$ cat config.mk
export PLATFORM = sky130hd
export DESIGN_NAME = rgb_pwm_decoder_flat
export DESIGN_NICKNAME = d
export VERILOG_FILES = /design/src/rtl/rgb_pwm_decoder_if.sv /design/src/rtl/rgb_pwm_decoder.sv /design/src/flat_wrapper.sv
export SDC_FILE = /design/constraint.sdc
export NUM_CORES = 1
export LEC_CHECK = 0
export ABC_CLOCK_PERIOD_IN_PS = 10300
export CAP_MARGIN = 10
export CORE_ASPECT_RATIO = 0.75
export CORE_UTILIZATION = 40
export CTS_BUF_LIST = sky130_fd_sc_hd__clkbuf_8
export CTS_CLUSTER_DIAMETER = 80
export DETAILED_ROUTE_END_ITERATION = 16
export PLACE_DENSITY = 0.56
export RECOVER_POWER = 25
export SYNTH_ARGS = -nofsm -noshare
export SYNTH_HDL_FRONTEND = slang
export SYNTH_SLANG_ARGS = --single-unit
$ cat constraint.sdc
create_clock -name clock -period 10.3 [get_ports clock]
set_input_delay 2.575 -clock clock [delete_from_list [all_inputs] [get_ports clock]]
set_output_delay 2.575 -clock clock [all_outputs]
set_load 0.005 [all_outputs]
$ cat src/rtl/rgb_pwm_decoder_if.sv
// rgb_pwm_decoder_if: PWM input lines plus the recovered-code outputs of
// rgb_pwm_decoder.
//   RGB       - PWM inputs, RGB[0]=R, RGB[1]=G, RGB[2]=B (source -> decoder)
//   SW        - recovered 6-bit code, 2 bits per colour (decoder -> sink)
//   win_valid - one-cycle pulse per completed measurement window
//   locked    - SW agrees with the two most recent windows
// master: the side that drives the PWM lines and observes the code.
// slave : the decoder itself.
interface rgb_pwm_decoder_if;
  logic [2:0] RGB;
  logic [5:0] SW;
  logic       win_valid;
  logic       locked;

  modport master (output RGB, input SW, win_valid, locked);
  modport slave  (input RGB, output SW, win_valid, locked);
endinterface

$ cat src/rtl/rgb_pwm_decoder.sv
// rgb_pwm_decoder: recovers the 2-bit-per-colour duty code from three PWM
// lines. High time is measured per channel over fixed windows of PERIOD
// clocks, quantised to 4 levels, and published once two consecutive
// windows agree.
//   clock - system clock
//   reset - synchronous, active-high
//   bus   - rgb_pwm_decoder_if.slave (RGB in; SW, win_valid, locked out)
// All outputs are registered; there is no combinational path from RGB.

// Per-channel high-time counter and quantiser.
//   pwm     - one PWM line
//   end_win - window counter is at PERIOD-1 this cycle
//   code    - quantised duty of the window that ends this cycle (only
//             meaningful while end_win is high)
module rgb_pwm_chan #(
  parameter int PERIOD = 3125,
  parameter int CW     = $clog2(PERIOD+1)
) (
  input  logic       clock,
  input  logic       reset,
  input  logic       pwm,
  input  logic       end_win,
  output logic [1:0] code
);
  localparam logic [CW-1:0] T1 = CW'(PERIOD/8);
  localparam logic [CW-1:0] T2 = CW'((3*PERIOD)/8);
  localparam logic [CW-1:0] T3 = CW'((5*PERIOD)/8);

  logic [CW-1:0] hi;
  logic [CW-1:0] h;

  // h includes the current sample so the last cycle of a window counts;
  // CW holds PERIOD itself, so a 100% window cannot overflow.
  assign h = hi + CW'(pwm);

  always_comb begin
    if      (h < T1) code = 2'd0;
    else if (h < T2) code = 2'd1;
    else if (h < T3) code = 2'd2;
    else             code = 2'd3;
  end

  always_ff @(posedge clock) begin
    if (reset)        hi <= '0;
    else if (end_win) hi <= '0;
    else              hi <= h;
  end
endmodule

module rgb_pwm_decoder #(
  parameter int PERIOD = 3125,
  localparam int CW    = $clog2(PERIOD+1)
) (
  input logic         clock,
  input logic         reset,
  rgb_pwm_decoder_if.slave bus
);
  localparam int NUM_LANES = 3;

  localparam logic [1:0] ACQ     = 2'd0;
  localparam logic [1:0] CONFIRM = 2'd1;
  localparam logic [1:0] LOCK    = 2'd2;

  logic [CW-1:0]                cnt;
  logic                         end_win;
  logic [NUM_LANES-1:0][1:0]    code;
  logic [5:0]                   new_code;
  logic [5:0]                   cand;
  logic [1:0]                   state;

  assign end_win  = (cnt == CW'(PERIOD-1));
  assign new_code = code;   // lane 0 (R) lands in [1:0]

  genvar g;
  generate
    for (g = 0; g < NUM_LANES; g++) begin : g_lane
      rgb_pwm_chan #(.PERIOD(PERIOD), .CW(CW)) u_chan (
        .clock   (clock),
        .reset   (reset),
        .pwm     (bus.RGB[g]),
        .end_win (end_win),
        .code    (code[g])
      );
    end
  endgenerate

  always_ff @(posedge clock) begin
    if (reset) begin
      cnt           <= '0;
      state         <= ACQ;
      cand          <= '0;
      bus.SW        <= '0;
      bus.locked    <= 1'b0;
      bus.win_valid <= 1'b0;
    end else begin
      bus.win_valid <= end_win;
      cnt           <= end_win ? '0 : cnt + CW'(1);
      if (end_win) begin
        case (state)
          ACQ: begin
            cand  <= new_code;
            state <= CONFIRM;
          end
          CONFIRM: begin
            if (new_code == cand) begin
              bus.SW     <= new_code;
              bus.locked <= 1'b1;
              state      <= LOCK;
            end else begin
              cand <= new_code;
            end
          end
          LOCK: begin
            // A single disagreeing window drops lock but keeps the last
            // good code on SW until a new value is confirmed.
            if (new_code != bus.SW) begin
              cand       <= new_code;
              bus.locked <= 1'b0;
              state      <= CONFIRM;
            end
          end
          default: state <= ACQ;
        endcase
      end
    end
  end
endmodule

$ cat src/flat_wrapper.sv
// flat-port wrapper written by rule: the top's interface ports become plain ports
module rgb_pwm_decoder_flat 
#(
  parameter int PERIOD = 3125,
  localparam int CW    = $clog2(PERIOD+1)
)
  (clock, reset, bus_RGB, bus_SW, bus_win_valid, bus_locked);
  rgb_pwm_decoder_if bus_i ();
  input logic clock;
  input logic reset;
  input wire logic [$bits(bus_i.RGB)-1:0] bus_RGB;
  output wire logic [$bits(bus_i.SW)-1:0] bus_SW;
  output wire logic [$bits(bus_i.win_valid)-1:0] bus_win_valid;
  output wire logic [$bits(bus_i.locked)-1:0] bus_locked;
  assign bus_i.RGB = bus_RGB;
  assign bus_SW = bus_i.SW;
  assign bus_win_valid = bus_i.win_valid;
  assign bus_locked = bus_i.locked;
  rgb_pwm_decoder #(.PERIOD(PERIOD)) u_core (.clock(clock), .reset(reset), .bus(bus_i));
endmodule
-- Word level (Yosys, flattened, before mapping)
Cells that the tools add are included.
- flip-flop bits (word level): 64
- bits of input ports: 5
- logic and storage cells: 56
- add/subtract/negate cells: 4
- $lt $le $gt $ge: 9
- equality and inequality tests: 8
- muxes and demuxes: 18
- reductions and logical operators: 8
- operators with widths (operator ; number):
    12-bit by 11-bit < comparator with 1-bit output, second input constant ; 6
    12-bit by 1-bit adder with 12-bit output ; 3
    12-bit by 9-bit < comparator with 1-bit output, second input constant ; 3
    6-bit one-hot mux with 3 select lines ; 1
    2-bit two-way mux ; 8
    12-bit by 1-bit adder with 12-bit output, second input constant ; 1
    12-bit == test, second input constant ; 1
    6-bit two-way mux ; 2
    4-bit AND reduction ; 2
    6-bit == test ; 1
    6-bit inequality test ; 1
    2-bit one-hot mux with 3 select lines ; 1
    3-bit AND reduction ; 2
    1-bit two-way mux ; 5
    2-bit by 1-bit inequality test with 1-bit output, second input constant ; 2
    3-bit nonzero test ; 1
    2-bit by 1-bit == test with 1-bit output, second input constant ; 1
    2-bit == test, second input constant ; 1
    2-bit logical NOT ; 1
    2-bit inequality test, second input constant ; 1
    1-bit one-hot mux with 2 select lines ; 1
    2-bit nonzero test ; 1
    2-bit OR reduction ; 1

-- Logic depth before layout (Yosys ltp)
Gate-level depths: netlist (run 1).
- depth after elaboration: 8
- mapped depth: 15

-- Hierarchy
From an unflattened synthesis (run 1), not the netlist that was laid out.
- cell total of the unflattened synthesis: 480
- area total of the unflattened synthesis: 3965.1 um2
- modules (own cells, without submodules) (module ; instances ; cells an instance ; area an instance (um2) ; seq. area each (um2)):
    rgb_pwm_chan ; 3 ; 112 ; 884.6 ; 240.2
    rgb_pwm_decoder ; 1 ; 144 ; 1311.3 ; 560.5

-- Worst setup path after synthesis (run 1)
Ideal clock, no wire load.
- path kind: input to register
- start: in bus_RGB[0]
- end: reg u_core.cand[0]
- setup time: 0.121 ns
- data arrival time: 5.451 ns
- required time: 10.179 ns
- slack: 4.728 ns
- stages: 14
- path buffers: 2
- path through: ha_1 -> ha_1 -> buf_2 -> and4_1 -> and2_4 -> o21a_1 -> o21ai_0 -> a31oi_1 -> o32a_2 -> xnor2_1 -> nor4_4 -> o32a_1 -> buf_6 -> mux2_4
- cells in the longest elaborated chain, start to end: 8
- elaborated cells on any way between the ends: 15
- those cells by class: add/sub: 1; order compare: 3; eq/ne: 4; mux: 6; reduce/logical: 1
- ends and longest elaborated chain (item ; RTL line ; source):
    from (decl) ; flat_wrapper.sv:11 ; input wire logic [$bits(bus_i.RGB)-1:0] bus_RGB;
    12-bit by 1-bit adder with 12-bit output * ; rgb_pwm_decoder.sv:34 ; assign h = hi + CW'(pwm);
    12-bit by 11-bit < comparator with 1-bit output ; rgb_pwm_decoder.sv:39 ; else if (h < T3) code = 2'd2;
    1-bit two-way mux ; rgb_pwm_decoder.sv:39 ;
    2-bit two-way mux ; rgb_pwm_decoder.sv:38 ; else if (h < T2) code = 2'd1;
    2-bit two-way mux * ; rgb_pwm_decoder.sv:37 ; if (h < T1) code = 2'd0;
    6-bit == test / 6-bit inequality test (equally long branches) ; rgb_pwm_decoder.sv:105, rgb_pwm_decoder.sv:116 ;
    2-bit inequality test (no source line) / 2-bit by 1-bit inequality test with 1-bit output (equally long branches) ; - ;
    4-bit AND reduction (no source line) ; - ;
    to (signal assigned) ; rgb_pwm_decoder.sv:101 ; cand <= new_code;
    to (signal assigned) ; rgb_pwm_decoder.sv:110 ; cand <= new_code;
    to (signal assigned) ; rgb_pwm_decoder.sv:117 ; cand <= new_code;
    to (decl) ; rgb_pwm_decoder.sv:68 ; logic [5:0] cand;
Mark *: on every way between the ends. The rest lies on a longest branch, timed or not. The select of a mux whose other input is x is not followed.
A chain may end at the register's enable or synchronous reset.

-- Worst setup path in the final report (run 1)
- start: in bus_RGB[1]
- end: reg u_core.cand[0]
- cells in the longest elaborated chain, start to end: 8
- elaborated cells on any way between the ends: 12
- those cells by class: add/sub: 1; order compare: 3; eq/ne: 4; mux: 3; reduce/logical: 1
- ends and longest elaborated chain (item ; RTL line):
    12-bit by 1-bit adder with 12-bit output * ; rgb_pwm_decoder.sv:34
    12-bit by 11-bit < comparator with 1-bit output ; rgb_pwm_decoder.sv:39
    1-bit two-way mux ; rgb_pwm_decoder.sv:39
    2-bit two-way mux ; rgb_pwm_decoder.sv:38
    2-bit two-way mux * ; rgb_pwm_decoder.sv:37
    6-bit == test / 6-bit inequality test (equally long branches) ; rgb_pwm_decoder.sv:105, rgb_pwm_decoder.sv:116
    2-bit inequality test (no source line) / 2-bit by 1-bit inequality test with 1-bit output (equally long branches) ; -
    4-bit AND reduction (no source line) * ; -
Mark *: on every way between the ends. The rest lies on a longest branch, timed or not.

==> metrics.md, run 1 <==
| Metric | Value |
|---|---|
| Mapped cell area | `between 4000 and 5000 µm²` |
| First-pass GRT wire length | `18.02 mm` |
| CP Launch Type | `input pin` |
| WS Path Type | `input pin to register` |
| CTS tree | `yes` |
| Die X | `125.6 µm` |
| H-tree levels | `3` |
| Number of global-route vias before repair | `3563` |
| Share of post-route cells with drive strength above 1 | `10.51%` |
| Worst Clk Skew | `9.049 ps` |
| Final core occ | `between 40% and 50%` |
| Largest net degree at the start of global routing | `38` |
| Post-synth ARST share | `0%` |
| Clk slew on worst S/H paths | `80 ps` |
| Fin crit share | `60.70%` |
| Antenna violations before repair | `0` |
| DR WL met2 | `~4.3 mm` |
| TNS Setup | `0 ps` |
| Clk sinks | `64` |
| Leak | `1.739 nW` |
| Synth top area cells | `dfxtp_1 (28%), xor2_1 (5.3%), nor2_1 (5.2%)` |
| MaxCap Viol Count | `1` |
| Critical path origin | `bus_RGB[1]` |
| Synth area leader | `dfxtp_1` |
| Core Rows | `33` |
| Port buffer count | `12` |
| DRT antenna net count | `0` |
| Post-detail-place hpwl | `7.394 mm` |
| R2r setup slk | `6430 ps` |
| Peak fanout along the critical path | `17` |
| Post-synth top cells | `dfxtp_1 (64), nor2_1 (63), nand2_1 (37)` |
| Global-route usage over all layers | `19.04%` |
| Syn nets | `580` |
| # fillers | `1088` |
| Final Hold Vio Count | `0` |
| Post-CTS Resized | `0` |
| Worst R2R End | `u_core.cand[0]` |
| Unrepaired setup endpoints after global routing | `no` |
| #FFs+latches synth | `64` |
| Total grt overflow | `0` |
| CP max-delay cell | `ha_1` |
| Nets | `562` |
| Post-synth EDFFs | `0` |
| Mapped Avg Cell Area | `8.114 µm²` |
| Slew @ Worst Pin | `1920 ps` |
| Worst path max stage delay | `520 ps` |
| Drt pass-1 iters | `5` |
| Max Slew Vio Count | `38` |
| Worst skew pair latency | `350 ps` |
| I/O pin total | `13` |
| Die Span Y | `between 90 and 100 µm` |
| Number of buffers created by CTS | `9` |
| Multiplexer area fraction after synthesis | `3.739%` |
| Longest Clk Path Bufs | `2` |
| Main combinational cell family by area after synthesis | `simple AND/OR/NAND/NOR gates` |
| Core area | `11020 µm²` |
| Max layer used | `met4` |
| Post-synth cell types | `80` |
| Post-Synth Adder-Cell Area | `2.729%` |
| Overall Power | `0.5316 mW` |
| Worst Setup End Kind | `register` |
| Post-Route WL | `10.74 mm` |
| Relative slew slack | `-28.02%` |
| Post-CTS Setup Inserts | `0` |
| Sequential-to-total area share from yosys stat | `27.95%` |
| Maximum clock rate | `around 0.16 GHz` |
| Pwr/cell area | `109.1 nW/µm²` |
| Violated checks | `capacitance limit, slew limit` |
| Outcome | `finished, violations left` |
| Synth-to-Final Area Change | `6.304%` |
| Hold WC Path Type | `register to register` |
| Average via count per standard cell | `5.737` |
| CP endpoint | `u_core.cand[0]` |
| Crit-path cells | `clkdlybuf4s50_1, ha_1, nand3_1, nor2_2, and4_1, xor2_2, a311o_1, o2bb2ai_2, o221ai_2, nor4_4, o32a_1, mux2_4` |
| Worst r2r src | `u_core.g_lane[1].u_chan.hi[0]` |
| Most common cell in the netlist | `dfxtp_1` |
| Root Buffer | `clkbuf_8` |
| CP Data Arrival Time | `6500 ps` |
| N_diodes | `0` |
| Die area | `11900 µm²` |
| # DRC | `0` |
| XOR/XNOR share of the synthesized area | `10.48%` |
| Syn Inst Count | `~570` |
| Share of the synthesized area in the top cell type | `27.95%` |
| Iter 0 DRT Violations | `319` |
| WL met3 | `roughly 480 µm` |
| Synth Warn # | `0` |
| Drt wl/cell | `15.52 µm` |
| Vias | `3970` |
| Req. time, crit path | `approximately 11000 ps` |
| Post-Synth Simple-Gate Area | `29.39%` |
| Primary FF master, synth | `dfxtp_1` |
| Synth Area in Compound Gates | `19.90%` |
| VDD IR max | `0.08505 mV` |
| M1 WL | `about 6 mm` |
| Setup Viol. Count Final | `0` |
| CTS Hold Buffers Added | `0` |
| R2R cell count | `11` |
| Initial Util | `41.58%` |
| Final min period | `around 6300 ps` |
| Placer congestion estimate | `0.8526` |
-- metrics by stage --
| step | std cells | setup slack [ps] | hold slack (ps) | area, µm² |
|---|---|---|---|---|
| 5_1_grt | 692 | 3765 | 516.3 | 4873 |
| 4_1_cts | 692 | 4069 | 472.4 | 4877 |
| 3_3_place_gp | 676 | 3776 | 444.3 | 4658 |
| 3_5_place_dp | 676 | 3696 | 453.2 | 4658 |
| 2_1_floorplan | 565 | 4728 | 429.7 | 4584 |
| 6_report | 692 | 4048 | 471.4 | 4873 |
-- how the worst min path moves through the flow --
stage	depth (start not counted)	from	endpoint	slack (ps)
global placement	1	u_core.cnt[0]	u_core.cnt[0]	440
CTS	1	u_core.cnt[0]	u_core.cnt[0]	470
floorplan	1	u_core.cnt[0]	u_core.cnt[0]	430
global route	1	u_core.cnt[0]	u_core.cnt[0]	520
detailed placement	1	u_core.cnt[0]	u_core.cnt[0]	450
finish	1	u_core.cnt[0]	u_core.cnt[0]	470
-- cell usage in the layout, fill, tap and decap left out, drive strengths merged, types with 18 or more instances in the layout --
master  instances
nor2           68
nor3           21
nand2          40
a21oi          28
dfxtp          64
xor2           29
nand3          19
nand2b         19
xnor2          25
o21ai          18
-- cells by family (layout without fill, tap and decap cells) --
| kind of cell | count (synthesis) | in the layout |
|---|---|---|
| XOR/XNOR | 54 | 54 |
| multiplexers | 16 | 16 |
| AND/OR/NAND/NOR | 245 | 245 |
| adder cells (fa/ha/maj) | 10 | 10 |
| buffers and inverters | 52 | 39 |
| AO/OA/AOI/OAI | 124 | 124 |
| flip-flops | 64 | 64 |
-- power by group --
part	internal (mW)	total (mW)	switching [mW]
registers	0.251	0.256	0.00491
logic	0.0119	0.0299	0.0181
clock network	0.137	0.246	0.109
total	0.399	0.532	0.132
-- registers in the layout, indices dropped and copies added, names as in the netlist --
signal                   flops
u_core.g_lane.u_chan.hi     36
u_core.cnt                  12
u_core.bus.SW                6
u_core.cand                  6
u_core.state                 2
u_core.bus.locked            1
u_core.bus.win_valid         1
-- worst max-delay path: cells and delay by family --
family / cells / cell delay, ps
adders and majority gates: 1 / 520
xor gates and xnor gates: 1 / 100
buffers and inverters: 1 / 500
muxes: 1 / 330
and+or+nand+nor: 4 / 1230
AOI/OAI and AO/OA: 4 / 1230
-- metal layers --
| layer | GRT usage, % | vias to the layer above |
|---|---|---|
| met4 | 5.996 | 0 |
| met1 | 27.92 | 1880 |
| met5 | 0 | - |
| met2 | 26.85 | 99 |
| li1 | - | 1983 |
| met3 | 4.703 | 8 |
-- final cells by class --
class	instances	area (µm²)	share of cell area [%]
Multi-Input combinational cell	449	3037	62.31
Sequential cell	64	1281	26.29
Tap cell	140	175.2	3.594
Clock buffer	9	123.9	2.542
Timing Repair Buffer	13	123.9	2.542
Clock inverter	7	95.09	1.951
Inverter	10	37.54	0.7702
Power figures use the tool's default switching activity.
==> inputs of run 2 (changes only) <==
Settings changed: ABC_CLOCK_PERIOD_IN_PS 10300 to 6250.
Clock period 10.3 ns to 6.25 ns, I/O delays scaled along.
==> run 2 against run 1 <==
The flow still finishes with violations (capacitance limit, slew limit). Via count increased by 0.43%. First-iteration DRC count increased by 16%. Register-to-register slack got worse by 4000 ps. Sequential share of layout area about the same. Setup slack got worse by 3000 ps. Clock-buffer cell count increased by 1. Routed wire length decreased by 1.2%. Largest power group unchanged. Cell count increased by 0.14%. Global-route usage decreased by 0.59 points. Non-clock buffer count increased by 1. Total power increased by 59%. Sequential power increased by 64%.
==> metrics.md, run 2 (synthesis gave the netlist of run 1 again) <==
| Metric | Value |
|---|---|
| Pre-CTS setup slack | `around 780 ps` |
| Post-CTS Setup Inserts | `0` |
| Antenna violations before repair | `0` |
| DR WL met2 | `4.239 mm` |
| Post-CTS Resized | `0` |
| Final min period | `between 5000 and 6000 ps` |
| Final core occ | `44.15%` |
| Largest net degree at the start of global routing | `38` |
| Hold_sp | `u_core.cnt[0]` |
| Worst R2R End | `u_core.cand[0]` |
| Max reg flops | `36` |
| Post-detail-place hpwl | `7.382 mm` |
| Clk slew on worst S/H paths | `80 ps` |
| Most frequent cells in the layout | `dfxtp_1 (64), nor2_1 (63), nand2_1 (37), xor2_1 (28), a21oi_1 (27)` |
| Initial Util | `41.58%` |
| Drt wl/cell | `around 15 µm` |
| Relative slew slack | `-33.95%` |
| Longest Clk Path Bufs | `2` |
| Vias | `3987` |
| Commonest non-fill, non-tap cell in the layout | `dfxtp_1` |
| WL met3 | `595 µm` |
| Worst skew pair latency | `about 350 ps` |
| Global-route usage over all layers | `18.45%` |
| TNS Setup | `0 ps` |
| Req. time, crit path | `6480 ps` |
| Outcome | `finished, violations left` |
| Post-route setup slack | `1091 ps` |
| Fin crit share | `82.54%` |
| Max layer used | `met4` |
| R2R cell count | `10` |
| Final Hold Vio Count | `0` |
| Total grt overflow | `0` |
| Nets | `563` |
| Post-Route WL | `10.61 mm` |
| Die X | `125.6 µm` |
| CTS tree | `yes` |
| Worst Clk Skew | `10.90 ps` |
| First-pass GRT wire length | `17.39 mm` |
| Die area | `11900 µm²` |
| Leak | `1.733 nW` |
| Number of global-route vias before repair | `about 3500` |
| Share of post-route cells with drive strength above 1 | `between 10% and 20%` |
| # DRC | `0` |
| Hold WC Path Type | `register to register` |
| Overall Power | `0.8455 mW` |
| Peak fanout along the critical path | `11` |
| R2r setup slk | `~2500 ps` |
| H-tree levels | `3` |
| Core area | `11020 µm²` |
| VDD IR max | `0.1009 mV` |
| Maximum clock rate | `0.1939 GHz` |
| N_diodes | `0` |
| Max Slew Vio Count | `38` |
| Setup Viol. Count Final | `0` |
| DRT antenna net count | `0` |
| Pwr/cell area | `approximately 170 nW/µm²` |
| Worst r2r src | `u_core.g_lane[0].u_chan.hi[2]` |
| Placer congestion estimate | `0.8740` |
| Port buffer count | `12` |
| Slew @ Worst Pin | `~2000 ps` |
| CP Data Arrival Time | `about 5400 ps` |
| WS Path Type | `input pin to register` |
| Root Buffer | `clkbuf_8` |
| Die Span Y | `between 90 and 100 µm` |
| Worst hold path depth | `1` |
| Clk sinks | `64` |
| M1 WL | `5.688 mm` |
| Hold Path End | `u_core.cnt[0]` |
| Largest Register | `u_core.g_lane.u_chan.hi` |
| Core Rows | `33` |
| Iter 0 DRT Violations | `about 370` |
| Biggest regs | `u_core.g_lane.u_chan.hi (36), u_core.cnt (12)` |
| Violated checks | `capacitance limit, slew limit` |
| CTS Hold Buffers Added | `0` |
| I/O pin total | `13` |
| Drt pass-1 iters | `5` |
| Average via count per standard cell | `5.753` |
| Synth-to-Final Area Change | `6.168%` |
| Worst Setup End Kind | `register` |
| CP Launch Type | `input pin` |
| MaxCap Viol Count | `1` |
| Number of buffers created by CTS | `9` |
| Unrepaired setup endpoints after global routing | `no` |
run 2: cell count changes in the layout (fill, tap and decap cells not counted), sizes merged:
cell / previous run / this run
clkbuf: 10 / 11
buf: 0 / 1
bufinv: 2 / 1
clkinvlp: 1 / 2
clkinv: 3 / 2
run 2: how the worst max path moves through the flow:
| stage | cells past startpoint | slack (ps) | from | to |
|---|---|---|---|---|
| 2_1_floorplan | 14 | 1690 | bus_RGB[0] | u_core.cand[0] |
| 3_3_place_gp | 12 | 820 | bus_RGB[0] | u_core.cand[0] |
| 3_5_place_dp | 12 | 780 | bus_RGB[0] | u_core.cand[0] |
| 4_1_cts | 12 | 1140 | bus_RGB[0] | u_core.cand[0] |
| 5_1_grt | 12 | 890 | bus_RGB[0] | u_core.cand[0] |
| 6_report | 12 | 1090 | bus_RGB[0] | u_core.cand[0] |
run 2: per-stage QoR:
step / hold slack, ps / instance area [µm²] / std cells
CTS: 478.8 / 4871 / 693
finish: 468.6 / 4867 / 693
floorplan: 429.7 / 4584 / 565
global route: 509.0 / 4867 / 693
global placement: 446.2 / 4666 / 677
detailed placement: 460.8 / 4666 / 677
run 2: metal layers:
layer  track usage [%]  vias up
met5                 0        -
met4             5.793        0
met3             3.966        8
met2             25.32      114
met1             27.95     1873
li1                  -     1992
run 2: power by group:
group          internal, mW  switching (mW)
registers             0.413         0.00786
clock network         0.196           0.179
logic                0.0198          0.0299
total                 0.629           0.216
run 2: final cells by class:
| cell class | instances | area (µm²) |
|---|---|---|
| clock buffer | 10 | 137.6 |
| tap | 140 | 175.2 |
| multi-input combinational | 449 | 3037 |
| fill | 1069 | 6157 |
| clock inverter | 6 | 67.56 |
| sequential | 64 | 1281 |
| timing repair buffer | 14 | 131.4 |
| inverter | 10 | 37.54 |
run 2: critical path, cell delays in order:
cell and delay [ps]:
clkdlybuf4s50_1 490, ha_1 200, and3_1 470, nand2_1 150, o31ai_1 280, and3_1 270
a31oi_1 150, o32a_2 430, xnor2_1 180, nor4_4 380, o32a_1 490, mux2_4 330
==> inputs of run 3 (changes only) <==
Settings changed: ABC_CLOCK_PERIOD_IN_PS 6250 to 4600, PLACE_DENSITY 0.56 to 0.58.
Clock period 6.25 ns to 4.6 ns, I/O delays scaled along.
==> run 3 against run 2 <==
Combinational power up 46%. Hold slack better by 2.3 ps. The run now ends clean. Sequential share of layout area down 1.4 points. Register-to-register slack worse by 1200 ps. Non-clock buffer count up 23. Sequential power up 36%. Critical path depth up 3.
==> metrics.md, run 3 (synthesis gave the netlist of run 1 again) <==
| Metric | Value |
|---|---|
| Outcome | `complete, no violations` |
| N_diodes | `0` |
| Max reg flops | `36` |
| CP endpoint | `u_core.cand[2]` |
| Synth-to-Final Area Change | `12.20%` |
| Slew @ Worst Pin | `776.4 ps` |
| H-tree levels | `3` |
| Critical path origin | `bus_RGB[0]` |
| First-pass GRT wire length | `~19 mm` |
| Maximum clock rate | `0.2330 GHz` |
| Initial Util | `41.58%` |
| Clk slew on worst S/H paths | `80 ps` |
| Req. time, crit path | `4880 ps` |
| Antenna violations before repair | `0` |
| Post-detail-place hpwl | `7.813 mm` |
| Clock Power Share | `a little over half` |
| DRT antenna net count | `0` |
| Commonest non-fill, non-tap cell in the layout | `dfxtp_1` |
| Port buffer count | `12` |
| CP Data Arrival Time | `4580 ps` |
| Relative slew slack | `between 40% and 50%` |
| P_int | `between 1 and 1.5 mW` |
| Most frequent cells in the layout | `dfxtp_1 (64), nor2_1 (63), nand2_1 (37), xor2_1 (28), a21oi_1 (27)` |
| Die X | `125.6 µm` |
| Sequential power share | `roughly two fifths` |
| CTS tree | `yes` |
| Vias | `4015` |
| Root Buffer | `clkbuf_8` |
| Crit-path cells | `clkdlybuf4s50_1, ha_1, ha_1, buf_4, xor2_1, a21oi_1, nand2_1, o21ai_0, a211oi_2, o32a_2, xnor2_1, nor4_2, o32a_1, buf_4, mux2i_1` |
| Fin cells | `716` |
| Final Hold Vio Count | `0` |
| Die Span Y | `~95 µm` |
| Switching Share | `22.07%` |
| Peak fanout along the critical path | `6` |
| Total grt overflow | `0` |
| R2R cell count | `11` |
| Hold WC Path Type | `register to register` |
| WS Path Type | `input pin to register` |
| CP max-delay cell | `clkdlybuf4s50_1` |
| Drt wl/cell | `15.33 µm` |
| Die area | `11900 µm²` |
| I/O pin total | `13` |
| Worst Setup End Kind | `register` |
| # DRC | `0` |
| DP Cell Count | `700` |
| Nets | `586` |
| Combinational share of power | `5.3%` |
| Pwr/cell area | `265.7 nW/µm²` |
| Iter 0 DRT Violations | `330` |
| Worst path max stage delay | `440 ps` |
| Hold slack | `470.9 ps` |
| Max Slew Vio Count | `0` |
| Number of buffers created by CTS | `9` |
| Biggest regs | `u_core.g_lane.u_chan.hi (36), u_core.cnt (12)` |
| Clk sinks | `64` |
| Unrepaired setup endpoints after global routing | `no` |
| Drt pass-1 iters | `5` |
| NetSw | `roughly 0.3 mW` |
| Setup Viol. Count Final | `0` |
| Leak | `around 1.9 nW` |
| Average via count per standard cell | `5.608` |
| Worst r2r src | `u_core.g_lane[0].u_chan.hi[3]` |
| Placer congestion estimate | `0.8669` |
| Largest Register | `u_core.g_lane.u_chan.hi` |
| TNS Setup | `0 ps` |
| Worst Clk Skew | `10.37 ps` |
| Global-route usage over all layers | `19.78%` |
| Share of post-route cells with drive strength above 1 | `between 10% and 20%` |
| R2r setup slk | `roughly 1200 ps` |
| Worst skew pair latency | `360 ps` |
| Number of global-route vias before repair | `3650` |
| Post-CTS Setup Inserts | `0` |
| Longest Clk Path Bufs | `2` |
| Worst hold path depth | `1` |
| Worst R2R End | `u_core.cand[2]` |
| Largest net degree at the start of global routing | `26` |
| Fin crit share | `93.32%` |
| Final min period | `4293 ps` |
| VDD IR max | `0.1764 mV` |
| Core Rows | `33` |
| Core area | `11020 µm²` |
| Post-Route WL | `about 11 mm` |
| MaxCap Viol Count | `0` |
| CP Launch Type | `input pin` |
-- run 3: cell count changes in the layout (fill, tap and decap cells not counted), sizes merged --
cell,change
clkbuf,-2
bufinv,+4
buf,+24
inv,-1
clkinvlp,-2
-- run 3: routing by layer --
metal	vias up	track usage [%]	wire (µm)
li1	2033	-	-
met1	1868	28.47	5834
met2	102	28.98	4466
met3	12	3.966	509
met4	0	7.114	166
met5	-	0	0
-- run 3: critical path, delay by kind of cell --
| kind | cells | cell delay [ps] |
|---|---|---|
| AOI/OAI and AO/OA | 5 | 1160 |
| buffers and inverters | 3 | 800 |
| and+or+nand+nor | 2 | 480 |
| adders and majority gates | 2 | 450 |
| xor gates and xnor gates | 2 | 330 |
| muxes | 1 | 200 |
-- run 3: how the worst min path moves through the flow --
stage	from	to	slack, ps
final	u_core.cnt[0]	u_core.cnt[0]	470
after floorplan	u_core.cnt[0]	u_core.cnt[0]	430
after global routing	u_core.cand[1]	u_core.cand[1]	510
after CTS	u_core.cnt[0]	u_core.cnt[0]	470
after global placement	u_core.cnt[0]	u_core.cnt[0]	440
after detailed placement	u_core.cnt[0]	u_core.cnt[0]	450
-- run 3: what timing repair did --
item	in CTS	in global routing
resized for setup	0	3
hold buffers	0	0
endpoints found under the setup margin	0	1
-- run 3: cell type report --
class	instances	area [µm²]
sequential	64	1281
tap	140	175.2
multi-input combinational	449	3038
timing repair buffer	37	320.3
inverter	10	37.54
clock buffer	9	123.9
clock inverter	7	167.7
fill	1038	5881
-- run 3: power groups by stage --
stage	Sequential (mW)	Combinational, mW	Clock (mW)
6_report	0.573	0.0725	0.721
5_1_grt	0.574	0.0811	0.760
4_1_cts	0.572	0.0729	0.742
3_5_place_dp	0.585	0.0726	0
3_3_place_gp	0.585	0.0721	0
2_1_floorplan	0.580	0.0522	0
-- run 3: stage by stage --
| step | cell area [µm²] | worst slack (ps) | util, % | total power, mW |
|---|---|---|---|---|
| 2_1_floorplan | 4584 | 453.1 | - | 0.6324 |
| 3_3_place_gp | 4851 | -14.81 | 44.00 | 0.6570 |
| 3_5_place_dp | 4851 | -65.11 | 44.00 | 0.6578 |
| 4_1_cts | 5142 | 300.4 | 46.65 | 1.387 |
| 5_1_grt | 5144 | 68.38 | 46.66 | 1.415 |
| 6_report | 5144 | 307.3 | 46.66 | 1.367 |
